--- src/rtl/div_unit_pkg.sv ---
// Shared types and constants for the iterative DIV/DIVU unit.
package div_unit_pkg;
  localparam int DATA_W     = 32;
  localparam int DIV_CYCLES = 32;
  localparam int CNT_W      = $clog2(DIV_CYCLES);

  typedef logic [DATA_W-1:0] word_t;
  typedef logic              bit_t;

  typedef enum logic [1:0] {
    IDLE = 2'd0,
    DIV  = 2'd1,
    DONE = 2'd2
  } div_state_t;
endpackage

--- src/rtl/div_step.sv ---
// One radix-2 restoring division step on unsigned magnitudes (combinational).
module div_step
  import div_unit_pkg::*;
(
  input  word_t rem,
  input  word_t quo,
  input  word_t dvs,
  output word_t rem_nxt,
  output word_t quo_nxt
);
  logic [DATA_W:0]   trial;
  logic [DATA_W-1:0] diff;
  logic              fits;

  // Partial remainder is always below the divisor, so the trial never exceeds 33 bits.
  assign trial   = {rem, quo[DATA_W-1]};
  assign fits    = trial >= {1'b0, dvs};
  assign diff    = trial[DATA_W-1:0] - dvs;
  assign rem_nxt = fits ? diff : trial[DATA_W-1:0];
  assign quo_nxt = {quo[DATA_W-2:0], fits};
endmodule

--- src/rtl/div_unit.sv ---
// Iterative 32-bit DIV/DIVU unit: accept, 32 restoring steps, one-cycle ready.
// Define DIV_ZERO_FAST_EN to finish divide-by-zero in the cycle after accept.
module div_unit
  import div_unit_pkg::*;
(
  input  logic  clk,
  input  logic  rst,
  input  bit_t  start,
  input  bit_t  signed_div,
  input  word_t dividend,
  input  word_t divisor,
  input  bit_t  flush,
  output word_t result_lo,
  output word_t result_hi,
  output bit_t  ready,
  output bit_t  ex_stall_req
);
  div_state_t       state_q, state_nxt;
  logic [CNT_W-1:0] cnt_q;
  word_t            rem_q, quo_q, dvs_q;
  word_t            rem_nxt, quo_nxt;
  logic             neg_quo_q, neg_rem_q;
  logic             accept, last_step, fast_zero;

  function automatic word_t abs_val(input word_t v, input bit_t sgn);
    logic signed [DATA_W-1:0] sv;
    sv = signed'(v);
    return (sgn && sv < 0) ? word_t'(-sv) : v;
  endfunction

  function automatic word_t neg_if(input word_t v, input bit_t neg);
    logic signed [DATA_W-1:0] sv;
    sv = signed'(v);
    return neg ? word_t'(-sv) : v;
  endfunction

`ifdef DIV_ZERO_FAST_EN
  assign fast_zero = (divisor == '0);
`else
  assign fast_zero = 1'b0;
`endif

  assign accept    = (state_q == IDLE) && start && !flush;
  assign last_step = (cnt_q == CNT_W'(DIV_CYCLES - 1));

  div_step u_step (
    .rem     (rem_q),
    .quo     (quo_q),
    .dvs     (dvs_q),
    .rem_nxt (rem_nxt),
    .quo_nxt (quo_nxt)
  );

  always_ff @(posedge clk) begin
    if (rst) state_q <= IDLE;
    else     state_q <= state_nxt;
  end

  always_comb begin
    state_nxt = state_q;
    unique case (state_q)
      IDLE:    if (accept) state_nxt = fast_zero ? DONE : DIV;
      DIV:     if (last_step) state_nxt = DONE;
      DONE:    state_nxt = IDLE;
      default: state_nxt = IDLE;
    endcase
    if (flush) state_nxt = IDLE;
  end

  always_comb begin
    ready        = 1'b0;
    ex_stall_req = 1'b0;
    if (!rst) begin
      ready        = (state_q == DONE) && !flush;
      ex_stall_req = accept || (state_q == DIV);
    end
  end

  always_ff @(posedge clk) begin
    if (rst)                   cnt_q <= '0;
    else if (accept)           cnt_q <= '0;
    else if (state_q == DIV)   cnt_q <= cnt_q + 1'b1;
  end

  // Operands are captured as magnitudes; sign fixup is applied only on the way out.
  always_ff @(posedge clk) begin
    if (accept) begin
      rem_q     <= '0;
      quo_q     <= abs_val(dividend, signed_div);
      dvs_q     <= abs_val(divisor, signed_div);
      neg_quo_q <= signed_div && (dividend[DATA_W-1] ^ divisor[DATA_W-1]);
      neg_rem_q <= signed_div && dividend[DATA_W-1];
    end else if (state_q == DIV) begin
      rem_q <= rem_nxt;
      quo_q <= quo_nxt;
    end
  end

  always_ff @(posedge clk) begin
    if (rst) begin
      result_lo <= '0;
      result_hi <= '0;
    end else if (!flush) begin
      if (accept && fast_zero) begin
        result_lo <= '1;
        result_hi <= dividend;
      end else if (state_q == DIV && last_step) begin
        result_lo <= neg_if(quo_nxt, neg_quo_q);
        result_hi <= neg_if(rem_nxt, neg_rem_q);
      end
    end
  end
endmodule

--- config.mk ---
export PLATFORM = sky130hd
export DESIGN_NAME = div_unit
export DESIGN_NICKNAME = d
export VERILOG_FILES = /design/src/rtl/div_unit_pkg.sv /design/src/rtl/div_step.sv /design/src/rtl/div_unit.sv
export SDC_FILE = /design/constraint.sdc
export NUM_CORES = 1
export LEC_CHECK = 0
export CAP_MARGIN = 20
export CORE_MARGIN = 2
export CORE_UTILIZATION = 45
export CTS_BUF_LIST = sky130_fd_sc_hd__clkbuf_4
export DETAILED_ROUTE_END_ITERATION = 6
export PLACE_DENSITY = 0.66
export SYNTH_ARGS = -nofsm -noshare
export SYNTH_HDL_FRONTEND = slang
export SYNTH_SLANG_ARGS = --single-unit
--- constraint.sdc ---
create_clock -name clk -period 8.35 [get_ports clk]
set_input_delay 1.67 -clock clk [delete_from_list [all_inputs] [get_ports clk]]
set_output_delay 1.67 -clock clk [all_outputs]
set_load 0.05 [all_outputs]
==> results.json <==
{
  "outcome": "complete, no violations",
  "synthMuxAreaShare_pct": 2.813,
  "core_area_um2": 25250,
  "top_level_ports": 135,
  "synth_top_area_share_pct": 17.76,
  "numCtsBuffers": 17,
  "hold_path_class": "register to register",
  "setup_violations": 0,
  "cp.arrival_ns": 3.78,
  "port_buffers": 134,
  "max-vdd-ir-drop_mv": 0.1286,
  "regArea_um2": 4044,
  "start_util_pct": 45.98,
  "synth_most_common_cell": "nand2_1",
  "synth-compound-area-share_pct": 23.00,
  "synth_area_leaders": "dfxtp_1 (18%), edfxtp_1 (17%), a21oi_1 (5.9%)",
  "critical_path.max_fanout": 28,
  "worstSetupPathType": "input port to output port",
  "period_share_pct": 65.29,
  "critical_path_buf_inv_count": 3,
  "max_freq_mhz": 183.4,
  "drcViolationCount": 0,
  "cts_resized": 0,
  "crit_path_start_kind": "input port",
  "syn_avg_cell_area_um2": 8.183,
  "synth_area_um2": 11610,
  "grt_util_all_layers_pct": 25.83,
  "async_flop_share_pct": 0,
  "rsz0062_at_grt": "no",
  "synth_top_family_by_area": "compound AO/OA/AOI/OAI gates",
  "die_width_um": 164.6,
  "cp.required_ns": 6.68,
  "whs_ns": 0.4618,
  "endpoint_kind": "output port",
  "drive_above_1_share_pct": 5.184,
  "cts_hold_buffers": 0,
  "dpl.hpwl_um": 26130,
  "yosys_register_bits": 169,
  "crit_top_cell": "clkdlybuf4s50_1",
  "clockBufferDepth": 2,
  "htree_levels": 4,
  "worstHoldStart": "result_hi[12]",
  "p_leak_nw": 4.895,
  "placed_area_um2": 13150,
  "synthTopCellsByCount": "nand2_1 (160), a21oi_1 (137), nor2_1 (132)",
  "hold_viol": 0,
  "maxCapViolCount": 0,
  "cts_setup_buffers": 0,
  "reg2reg_from": "dvs_q[8]",
  "wl_per_cell_um": 18.69,
  "cpMaxStageDelayCell": "clkdlybuf4s50_1",
  "relSlewSlack_pct": 30.92,
  "skew_ns": 0.03320,
  "synth_edf_count": 66,
  "seq_area_frac_synth_pct": 34.83,
  "yosysWarnings": 0,
  "place_congestion": 0.8852,
  "synth_ff_type": "dfxtp_1",
  "clkSinkCount": 169,
  "r2r_setup_slack_ns": 2.92,
  "synth_xor_area_share_pct": 9.806,
  "fin_crit_ns": 5.451,
  "dr.first_iter.drc_count": 937,
  "synth_nets": 1527,
  "grt_pass1_vias": 10260,
  "tightest_slew_ns": 1.036,
  "crit_chain": "clkdlybuf4s50_1, nor4b_2, nor2_2, buf_4, nor2_1, clkdlybuf4s50_1",
  "grt_overflow_total": 0,
  "root_buffer": "clkbuf_4",
  "antenna_found_initial": 1,
  "yosys.area_share.simple_pct": 20.55,
  "stdcell_area_um2": 13440,
  "yosys.area.top_type": "dfxtp_1",
  "vias": 10950,
  "p_per_area_nw_per_um2": 225.9,
  "clk_pin_slew_ns": 0.16,
  "row_count": 58,
  "fin_util_pct": 53.22,
  "nets": 1619,
  "critPathLaunch": "flush",
  "syn_inst": 1419,
  "cp_top_family": "buffers and inverters",
  "dieArea_um2": 27100,
  "insertion_delay_ns": 0.61,
  "fill_cells": 2463,
  "final.setup.tns_ns": 0,
  "synth_cell_type_count": 86,
  "synthAdderAreaFrac_pct": 4.267,
  "syn_to_final_growth_pct": 15.74,
  "multi_input_area_um2": 7030,
  "vias_per_cell": 5.905,
  "grt_pass1_wl_um": 55060,
  "cp_slowest_stage_delay_ns": 0.81,
  "drt_wl_total_um": 34680,
  "slew_viol_final": 0,
  "grt_max_degree": 72,
  "fp.dieH_um": 164.6,
  "cts_tree": "yes",
  "total_power_mw": 3.036,
  "firstDrtPassIters": 5,
  "ant_nets": 0
}
[final timing paths]
path,endpoint,cells after the start
max,ex_stall_req,6
min,result_hi[12],2
max reg2reg,result_hi[14],19
min reg2reg,result_hi[12],2
[sequential cells by signal (all words and copies together), names as in the netlist]
name,flops
cnt_q,5
dvs_q,32
neg_quo_q,1
neg_rem_q,1
quo_q,32
rem_q,32
result_hi,32
result_lo,32
state_q,2
[logic make-up (layout without fill, tap and decap cells)]
family,Yosys count,after routing
AO/OA/AOI/OAI,413,413
multiplexers,32,32
buffers and inverters,138,243
other,0,1
AND/OR/NAND/NOR,498,498
XOR/XNOR,130,130
flip-flops,169,169
adder cells (fa/ha/maj),39,39
[report_power, final]
part / switching, mW / internal (mW) / leakage [nW] / total (mW)
clock: 0.357 / 0.137 / 0.157 / 0.493
combinational: 0.968 / 0.546 / 3.29 / 1.51
sequential: 0.0963 / 0.933 / 1.45 / 1.03
[cell type report]
class | instances | share of cell area, %
antenna | 1 | 0.01862
clock buffer | 17 | 0.9496
clock inverter | 15 | 1.145
inverter | 65 | 1.815
multi-input combinational | 1112 | 52.31
sequential | 169 | 30.09
tap | 330 | 3.072
timing repair buffer | 146 | 10.59
[cells in the final DEF, fill, tap and decap left out, types with 8 or more instances in the layout]
| cell | count |
|---|---|
| nor3_1 | 43 |
| xnor2_1 | 55 |
| inv_1 | 64 |
| nand4_1 | 14 |
| a21oi_1 | 137 |
| o211ai_1 | 14 |
| a211oi_1 | 35 |
| nand2_1 | 160 |
| or3_1 | 10 |
| nor2_1 | 131 |
| nand3b_1 | 8 |
| a31oi_1 | 18 |
| buf_4 | 11 |
| o22ai_1 | 8 |
| edfxtp_1 | 66 |
| nor4_1 | 20 |
| o21ai_0 | 89 |
| clkdlybuf4s50_1 | 133 |
| nand2b_1 | 9 |
| mux2i_1 | 27 |
| a41oi_1 | 8 |
| ha_1 | 38 |
| or4_1 | 15 |
| clkbuf_4 | 17 |
| and3_1 | 18 |
| xor2_1 | 75 |
| o41ai_1 | 14 |
| nand3_1 | 32 |
| o31ai_1 | 27 |
| dfxtp_1 | 103 |
[worst register-to-register path, delay by kind of cell (launching register included)]
kind / cells / cell delay (ns)
AO/OA/AOI/OAI: 8 / 2.65
AND/OR/NAND/NOR: 5 / 0.81
adder cells (fa/ha/maj): 2 / 0.75
buffers and inverters: 3 / 0.49
flip-flops: 1 / 0.36
XOR/XNOR: 1 / 0.30
[layer usage]
metal	wire length, um	share of wire, %	GRT usage (%)
met4	685	2.0	7.470
met5	0	0	0
met1	16070	46	36.39
met3	1844	5.3	3.164
met2	16080	46	41.65
[through the flow]
step | std cells | worst slack [ns]
finish | 1855 | 2.899
global placement | 1821 | 2.912
global route | 1855 | 2.398
floorplan | 1419 | 3.029
CTS | 1853 | 2.905
detailed placement | 1821 | 2.915
Power figures use the tool's default switching activity.
